[src/rtl/soc_data_bus.sv]
// SCPU data-port decoder: passes RAM accesses to data_memory and hosts the
// MMIO block (LED latch, compare/IRQ timer, byte TX FIFO for a UART).
module soc_data_bus #(
  parameter int unsigned TX_DEPTH  = 4,
  parameter logic [31:0] MMIO_BASE = 32'hFFFF_0000
) (
  input  logic        clk,
  input  logic        rst,
  input  logic [31:0] cpu_addr,
  input  logic [31:0] cpu_wdata,
  input  logic [3:0]  cpu_we,
  output logic [31:0] cpu_rdata,
  output logic [9:0]  mem_addr,
  output logic [31:0] mem_wdata,
  output logic [3:0]  mem_we,
  input  logic [31:0] mem_rdata,
  output logic [15:0] led,
  output logic [7:0]  tx_data,
  output logic        tx_valid,
  input  logic        tx_ready,
  output logic        timer_irq
);
  localparam int unsigned PW = (TX_DEPTH > 1) ? $clog2(TX_DEPTH) : 1;
  localparam int unsigned CW = PW + 1;
  localparam logic [CW-1:0] FULL_CNT = CW'(TX_DEPTH);

  logic [15:0]   r_led;
  logic [31:0]   r_tcount;
  logic [31:0]   r_tcmp;
  logic          r_t_en;
  logic          r_t_flag;
  logic          r_t_reload;
  logic          r_t_ien;
  logic [7:0]    r_fifo [TX_DEPTH];
  logic [PW-1:0] r_rd_ptr;
  logic [PW-1:0] r_wr_ptr;
  logic [CW-1:0] r_count;
  logic          r_ovf;

  logic          w_is_ram;
  logic          w_is_mmio;
  logic [3:0]    w_word;
  logic          w_wr;
  logic          w_wr_led;
  logic          w_wr_tcount;
  logic          w_wr_tcmp;
  logic          w_wr_tctrl;
  logic          w_wr_txstat;
  logic          w_push_req;
  logic          w_full;
  logic          w_empty;
  logic          w_pop;
  logic          w_push;
  logic          w_drop;
  logic          w_t_set;
  logic [3:0]    w_cnt4;
  logic [31:0]   w_txstat;
  logic [31:0]   w_mmio_rdata;
  logic          w_unused;

  function automatic logic [31:0] f_merge(input logic [31:0] old_v,
                                          input logic [31:0] new_v,
                                          input logic [3:0]  be);
    logic [31:0] res;
    for (int b = 0; b < 4; b++)
      res[8*b +: 8] = be[b] ? new_v[8*b +: 8] : old_v[8*b +: 8];
    return res;
  endfunction

  assign w_is_ram  = (cpu_addr[31:12] == 20'd0);
  assign w_is_mmio = (cpu_addr[31:6] == MMIO_BASE[31:6]);
  assign w_word    = cpu_addr[5:2];
  assign w_wr      = w_is_mmio && (|cpu_we);
  assign w_unused  = &{1'b0, cpu_addr[1:0]};

  assign w_wr_led    = w_wr && (w_word == 4'd0);
  assign w_wr_tcount = w_wr && (w_word == 4'd1);
  assign w_wr_tcmp   = w_wr && (w_word == 4'd2);
  assign w_wr_tctrl  = w_wr && (w_word == 4'd3) && cpu_we[0];
  assign w_push_req  = w_wr && (w_word == 4'd4) && cpu_we[0];
  assign w_wr_txstat = w_wr && (w_word == 4'd5) && cpu_we[0];

  // Data path to data_memory is purely combinational and never gated by rst.
  assign mem_addr  = cpu_addr[11:2];
  assign mem_wdata = cpu_wdata;
  assign mem_we    = w_is_ram ? cpu_we : 4'b0000;

  always_ff @(posedge clk) begin
    if (rst) begin
      r_led <= '0;
    end else if (w_wr_led) begin
      r_led[7:0]  <= cpu_we[0] ? cpu_wdata[7:0]  : r_led[7:0];
      r_led[15:8] <= cpu_we[1] ? cpu_wdata[15:8] : r_led[15:8];
    end
  end

  // A CPU load of TCOUNT suppresses both the count step and the compare event.
  assign w_t_set = r_t_en && (r_tcount == r_tcmp) && !w_wr_tcount;

  always_ff @(posedge clk) begin
    if (rst) begin
      r_tcount   <= '0;
      r_tcmp     <= 32'hFFFF_FFFF;
      r_t_en     <= 1'b0;
      r_t_flag   <= 1'b0;
      r_t_reload <= 1'b0;
      r_t_ien    <= 1'b0;
    end else begin
      if (w_wr_tcount)
        r_tcount <= f_merge(r_tcount, cpu_wdata, cpu_we);
      else if (w_t_set)
        r_tcount <= r_t_reload ? 32'd0 : r_tcount + 32'd1;
      else if (r_t_en)
        r_tcount <= r_tcount + 32'd1;
      if (w_wr_tcmp)
        r_tcmp <= f_merge(r_tcmp, cpu_wdata, cpu_we);
      if (w_wr_tctrl) begin
        r_t_en     <= cpu_wdata[0];
        r_t_reload <= cpu_wdata[2];
        r_t_ien    <= cpu_wdata[3];
      end
      if (w_t_set)
        r_t_flag <= 1'b1;
      else if (w_wr_tctrl && cpu_wdata[1])
        r_t_flag <= 1'b0;
    end
  end

  assign timer_irq = r_t_flag && r_t_ien;

  assign w_full  = (r_count == FULL_CNT);
  assign w_empty = (r_count == '0);
  assign w_pop   = tx_valid && tx_ready;
  assign w_push  = w_push_req && (!w_full || w_pop);
  assign w_drop  = w_push_req && w_full && !w_pop;

  always_ff @(posedge clk) begin
    if (w_push)
      r_fifo[r_wr_ptr] <= cpu_wdata[7:0];
  end

  always_ff @(posedge clk) begin
    if (rst) begin
      r_rd_ptr <= '0;
      r_wr_ptr <= '0;
      r_count  <= '0;
      r_ovf    <= 1'b0;
    end else begin
      if (w_push) r_wr_ptr <= r_wr_ptr + PW'(1);
      if (w_pop)  r_rd_ptr <= r_rd_ptr + PW'(1);
      case ({w_push, w_pop})
        2'b10:   r_count <= r_count + CW'(1);
        2'b01:   r_count <= r_count - CW'(1);
        default: r_count <= r_count;
      endcase
      if (w_drop)
        r_ovf <= 1'b1;
      else if (w_wr_txstat && cpu_wdata[2])
        r_ovf <= 1'b0;
    end
  end

  assign tx_valid = !w_empty;
  assign tx_data  = r_fifo[r_rd_ptr];
  assign led      = r_led;

  assign w_cnt4   = 4'(r_count);
  assign w_txstat = {24'd0, w_cnt4, 1'b0, r_ovf, w_empty, w_full};

  always_comb begin
    w_mmio_rdata = '0;
    case (w_word)
      4'd0:    w_mmio_rdata = {16'd0, r_led};
      4'd1:    w_mmio_rdata = r_tcount;
      4'd2:    w_mmio_rdata = r_tcmp;
      4'd3:    w_mmio_rdata = {28'd0, r_t_ien, r_t_reload, r_t_flag, r_t_en};
      4'd5:    w_mmio_rdata = w_txstat;
      default: w_mmio_rdata = '0;
    endcase
  end

  assign cpu_rdata = w_is_ram  ? mem_rdata :
                     w_is_mmio ? w_mmio_rdata : 32'd0;

endmodule

[config.mk]
export PLATFORM = sky130hd
export DESIGN_NAME = soc_data_bus
export DESIGN_NICKNAME = d
export VERILOG_FILES = /design/src/rtl/soc_data_bus.sv
export SDC_FILE = /design/constraint.sdc
export NUM_CORES = 1
export LEC_CHECK = 0
export CAP_MARGIN = 10
export CORE_MARGIN = 2
export CORE_UTILIZATION = 49
export DETAILED_ROUTE_END_ITERATION = 12
export PLACE_DENSITY = 0.81
export SETUP_SLACK_MARGIN = 0.15
export SYNTH_ARGS = -nofsm -noshare
export SYNTH_HDL_FRONTEND = slang
export SYNTH_SLANG_ARGS = --single-unit
[constraint.sdc]
create_clock -name clk -period 3.9 [get_ports clk]
set_clock_uncertainty 0.05 [all_clocks]
set_input_delay 0.78 -clock clk [delete_from_list [all_inputs] [get_ports clk]]
set_output_delay 0.78 -clock clk [all_outputs]
set_load 0.02 [all_outputs]
==> metrics.yaml, run 1 <==
outcome: "completed"
grt_start_max_net_pins: 36
hold_end: "r_ovf$_SDFFE_PP0P_"
rsz0062_at_grt: "yes"
fmax_mhz: 273
cts.sinks: 126
multi_input_area_um2: 4020
drt-initial-drc-count: 621
hold_depth: 2
dieArea_um2: 16200
num_vias: 7442
pre_cts_ws_ps: -224
yosysUniqueCellTypes: 66
reg2reg_slack_ps: 1230
overflow: 0
cp_top_family: "simple AND/OR/NAND/NOR gates"
synth_edf_count: 32
maxCapViolations: 0
layout-drive-gt1-share_pct: 13.6
syn-num-nets: 957
synth_top_area_share_pct: 25.3
power.leakage_nw: 3.95
cts_made_buffers: 17
crit_path_end_kind: "output pin"
r2r_end: "r_tcount[26]$_SDFFE_PP0P_"
worst_slew_pin_slew_ps: 607
clk_pin_slew_ps: 60
path_cells: "clkdlybuf4s50_1 > nand4bb_1 > or4_4 > nor4_4 > buf_4 > a22o_1 > clkdlybuf4s15_1"
crit_type: "input pin to output pin"
hpwl_mm: 17.9
fin_nets: 1140
fin_crit_sh_pct: 93.8
clock_latency_ps: 420
start_util_pct: 50.7
dieWidth_um: 127
worst-endpoint-required_ps: 3070
synth_area_leaders: "dfxtp_1, edfxtp_1, mux2i_1, nand2_1, xor2_1"
ios: 207
cts_tree: "done"
netlist_instances: 848
grt_pass1_wl_mm: 38.2
final_common_cell: "clkdlybuf4s50_1"
portBuffers: 204
syn_area_um2: 7420
dp.cells: 1196
area_delta_synth_final_pct: 37.0
max_stage_delay_ps: 530
cts_buffer_depth: 2
first_global_vias: 7145
synth_top_flop_cell: "dfxtp_1"
die_h_um: 127
whs_ps: 430
cts_root_buf: "clkbuf_16"
finalSetupViolCount: 0
avgSynthCellArea_um2: 8.75
irDropWorstVdd_mv: 0.317
drtAntennaViolNets: 0
startpoint_type: "input pin"
first_pass_iters: 6
routabilityCongestion: 0.920
reg2regPathDepth: 9
critPathLaunch: "cpu_addr[10]"
relSlewSlack_pct: 59.5
yosys_warnings: 0
synth_area_leader_cell: "dfxtp_1"
layout_common_cells: "clkdlybuf4s50_1, nand2_1, dfxtp_1, nor2_1, o21ai_0"
cp_num_buf_inv: 3
power.density_nw_per_um2: 330
fill_cells: 1126
seq_area_um2: 2840
postSynthRegisterBits: 126
crit_path_top_delay_cell: "or4_4"
reg2reg_from: "r_tcount[0]$_SDFFE_PP0P_"
rows: 44
antenna_found_initial: 1
min-delay-start: "r_ovf$_SDFFE_PP0P_"
tns_ps: 0
wl_per_cell_um: 20.0
grt_use_total_pct: 30.2
design.core.area_um2: 14600
report.final.slew_viol_count: 0
synthArstFlopShare_pct: 0
cts_setup_buffers: 0
vias_per_cell: 6.06
crit_arrival_ps: 2830
finalHoldViolations: 0
setup_ws_ps: 242
htreeDepth: 4
min_period_ps: 3660
drc: 0
hold_class: "flop to flop"
yosysSeqAreaShare_pct: 38.3
drt_wl_total_mm: 24.5
finalNonFillerCells: 1229
path_max_fanout: 3
## synthesized netlist by cell type, types with 3 or more instances
| cell type | n |
|---|---|
| a211oi_1 | 20 |
| a21oi_1 | 34 |
| a221oi_1 | 4 |
| a22o_1 | 13 |
| a22oi_1 | 19 |
| a31oi_1 | 3 |
| a32o_1 | 3 |
| and2_1 | 12 |
| and3_1 | 13 |
| and4_1 | 8 |
| buf_1 | 3 |
| buf_2 | 12 |
| buf_4 | 42 |
| clkbuf_1 | 37 |
| dfxtp_1 | 94 |
| edfxtp_1 | 32 |
| ha_1 | 5 |
| inv_1 | 13 |
| mux2i_1 | 48 |
| mux4_2 | 10 |
| nand2_1 | 122 |
| nand3_1 | 37 |
| nand4_1 | 14 |
| nor2_1 | 58 |
| nor2b_1 | 3 |
| nor3_1 | 16 |
| nor3b_1 | 3 |
| nor4_1 | 15 |
| o211ai_1 | 3 |
| o21ai_0 | 54 |
| o22ai_1 | 3 |
| or4_1 | 4 |
| xnor2_1 | 10 |
| xor2_1 | 41 |
## registers in the layout, summed over array words and instances (netlist names), named ones only
name,cells
r_ovf,1
r_t_reload,1
r_t_flag,1
r_fifo,32
r_tcount,32
r_t_ien,1
r_count,3
r_wr_ptr,2
r_tcmp,32
r_rd_ptr,2
r_t_en,1
led,16
## worst register-to-register path, delay by kind of cell (launching register included)
kind	cells	cell delay [ps]
buffers and inverters	1	190
adders and majority gates	1	230
and+or+nand+nor	5	1250
DFF	1	470
AOI/OAI and AO/OA	2	350
## through the flow
stage	util, %	cell area (µm²)	power [mW]
final	69.5	10200	3.35
after global routing	69.4	10200	3.43
after CTS	70.2	10300	3.35
after detailed placement	65.9	9660	1.67
after global placement	65.9	9660	1.66
after floorplan	-	7420	1.49
## final cells by class
class                      count  share of cell area [%]
antenna                        1                  0.0246
timing repair buffer         260                    23.5
clock buffer                  18                    4.32
sequential                   126                    27.9
multi-input combinational    612                    39.5
inverter                      14                   0.517
clock inverter                14                    1.92
tap                          184                    2.26
## cell families after synthesis
family	Yosys count	share of synthesized area (%)
and+or+nand+nor	323	21.6
DFF	126	38.3
AOI/OAI and AO/OA	172	15.2
adders and majority gates	6	1.11
xor gates and xnor gates	51	6.02
muxes	60	9.81
buffers and inverters	110	8.01
## worst max-delay path by stage
stage               endpoint  slack, ps  cells after the start
6_report       cpu_rdata[10]        240                      7
5_1_grt         cpu_rdata[3]        150                      8
4_1_cts        cpu_rdata[15]        150                      7
3_5_place_dp    cpu_rdata[5]       -220                      8
3_3_place_gp   cpu_rdata[12]       -180                      7
2_1_floorplan  cpu_rdata[18]        230                      9
## timing repair
item	CTS	global route
hold endpoints to repair	0	0
hold buffers	0	0
setup endpoints to repair	34	32
resized for setup	46	76
## power breakdown
part / internal (mW) / total [mW] / leakage, nW / switching, mW
registers: 1.34 / 1.34 / 1.05 / 0.00000000271
logic: 0.160 / 0.303 / 2.59 / 0.144
clock network: 1.05 / 1.71 / 0.310 / 0.661
## layer usage
| metal | up-vias | share of wire (%) | track usage [%] |
|---|---|---|---|
| met5 | - | 0 | 0 |
| met4 | 0 | 3.1 | 12.7 |
| met3 | 69 | 8.6 | 7.96 |
| li1 | 3411 | - | - |
| met2 | 437 | 49 | 51.0 |
| met1 | 3525 | 39 | 36.7 |
Power figures use the tool's default switching activity.
==> inputs of run 2 (changes only) <==
CORE_UTILIZATION = 50   (was 49)
PLACE_DENSITY = 0.83   (was 0.81)
clock period = 4.6 ns   (was 3.9 ns; I/O delays follow)
==> metrics.yaml, run 2 (same netlist as run 1, synthesis figures left out) <==
design.core.area_um2: 14500
finalInstanceArea_um2: 10100
crit_path_top_delay_cell: "clkdlybuf4s50_1"
grt_pass1_wl_mm: 37.2
cts_tree: "done"
layout-drive-gt1-share_pct: 8.16
area_delta_synth_final_pct: 35.7
maxCapViolations: 0
crit_arrival_ps: 3370
cts_buffer_depth: 2
cp_top_family: "buffers and inverters"
rsz0062_at_grt: "yes"
final_common_cell: "clkdlybuf4s50_1"
hold_end: "led[2]$_SDFFE_PP0P_"
clock_latency_ps: 430
first_pass_iters: 6
hpwl_mm: 17.3
vias_per_cell: 6.10
reg2regPathDepth: 8
critPathLaunch: "cpu_addr[10]"
layout_common_cells: "clkdlybuf4s50_1, nand2_1, dfxtp_1, nor2_1, o21ai_0"
wl_per_cell_um: 19.8
grt_use_total_pct: 29.7
max_stage_delay_ps: 650
path_max_fanout: 3
outcome: "completed"
cpMostUsedCell: "clkdlybuf4s50_1"
portBuffers: 204
irDropWorstVdd_mv: 0.300
fin_crit_sh_pct: 94.4
finalSetupViolCount: 0
die_h_um: 126
cts_root_buf: "clkbuf_16"
dieArea_um2: 15800
p_total_mw: 2.76
min_period_ps: 4340
reg2reg_from: "r_tcount[20]$_SDFFE_PP0P_"
r2r_end: "r_tcount[6]$_SDFFE_PP0P_"
drc: 0
routabilityCongestion: 0.911
path_cells: "clkdlybuf4s50_1 > nand4bb_1 > or4_1 > nor2_1 > o21ai_1 > o21ai_0 > clkdlybuf4s50_1"
finalHoldViolations: 0
htreeDepth: 4
dpl_cell_area_um2: 9420
min-delay-start: "led[2]$_SDFFE_PP0P_"
power.leakage_nw: 4.09
drtAntennaViolNets: 0
clk_pin_slew_ps: 60
fin_nets: 1113
fmax_mhz: 230
antenna_found_initial: 0
tns_ps: 0
startpoint_type: "input pin"
dieWidth_um: 126
worst-endpoint-required_ps: 3630
hold_class: "flop to flop"
relSlewSlack_pct: 20.9
report.final.slew_viol_count: 0
reg.largest.list: "r_fifo (32), r_tcmp (32), r_tcount (32)"
rows: 44
ios: 207
hold_depth: 2
crit_type: "input pin to output pin"
drt-initial-drc-count: 844
worst_slew_pin_slew_ps: 1190
overflow: 0
grt_start_max_net_pins: 36
cts_made_buffers: 17
crit_path_end_kind: "output pin"
cts.sinks: 126
num_vias: 7332
reg2reg_slack_ps: 1720
drt_wl_total_mm: 23.8
start_util_pct: 51.1
diodes: 0
cp_num_buf_inv: 2
first_global_vias: 6959
power.density_nw_per_um2: 274
cts_hold_buf: 0
run 2: cell types whose count changed in the layout (fill, tap and decap cells not counted), moves of 3 or more:
| cell | change |
|---|---|
| buf_12 | -3 |
| buf_4 | -25 |
| clkbuf_2 | -25 |
| clkdlybuf4s50_1 | +14 |
| dlygate4sd2_1 | -4 |
| dlymetal6s2s_1 | +20 |
| inv_8 | -4 |
run 2: worst reg2reg max path, stage by stage (launching register included):
cell and delay (ps):
dfxtp_1 630, xor2_1 120, nor4_1 410, nand4_1 190
nor2_1 300, a32oi_1 480, buf_4 360, a21oi_1 150
nor3_1 50
run 2: area by class of cell:
class | count | area, µm²
Inverter | 14 | 52.6
Fill cell | 1144 | 4460
Sequential cell | 126 | 2840
Clock inverter | 13 | 165
Tap cell | 184 | 230
Multi-Input combinational cell | 612 | 4010
Clock buffer | 19 | 433
Timing Repair Buffer | 233 | 2350
run 2: what timing repair did:
action	4_1_cts	5_1_grt
buffers inserted	0	0
setup endpoints to repair	0	27
hold endpoints to repair	0	0
resized for setup	0	23
run 2: worst max-delay path by stage:
stage                          to  slack (ps)  cells past startpoint
finish               cpu_rdata[4]         260                      7
global route         cpu_rdata[4]         140                      7
CTS                 cpu_rdata[20]         210                      8
detailed placement  cpu_rdata[20]         220                      8
global placement    cpu_rdata[20]         230                      8
floorplan           cpu_rdata[18]         650                      9
run 2: report_power, final:
group / switching (mW) / internal [mW] / leakage, nW / total (mW)
Combinational: 0.120 / 0.130 / 2.76 / 0.251
Clock: 0.519 / 0.853 / 0.282 / 1.37
Sequential: 0.00000000229 / 1.14 / 1.05 / 1.14
Total: 0.640 / 2.12 / 4.09 / 2.76
run 2: metal layers:
metal / share of wire [%] / vias up / global-route usage (%)
met5: 0 / - / 0
met4: 4.0 / 0 / 13.7
met3: 9.5 / 83 / 6.07
met2: 48 / 451 / 49.5
met1: 38 / 3453 / 37.2
li1: - / 3345 / -
run 2: metrics by stage:
step / hold WS, ps / setup slack [ps] / util, % / cells
finish: 426 / 258 / 69.3 / 1201
global route: 445 / 140 / 69.3 / 1201
floorplan: 382 / 646 / - / 848
global placement: 391 / 229 / 64.8 / 1169
CTS: 415 / 214 / 68.9 / 1201
detailed placement: 407 / 222 / 64.8 / 1169
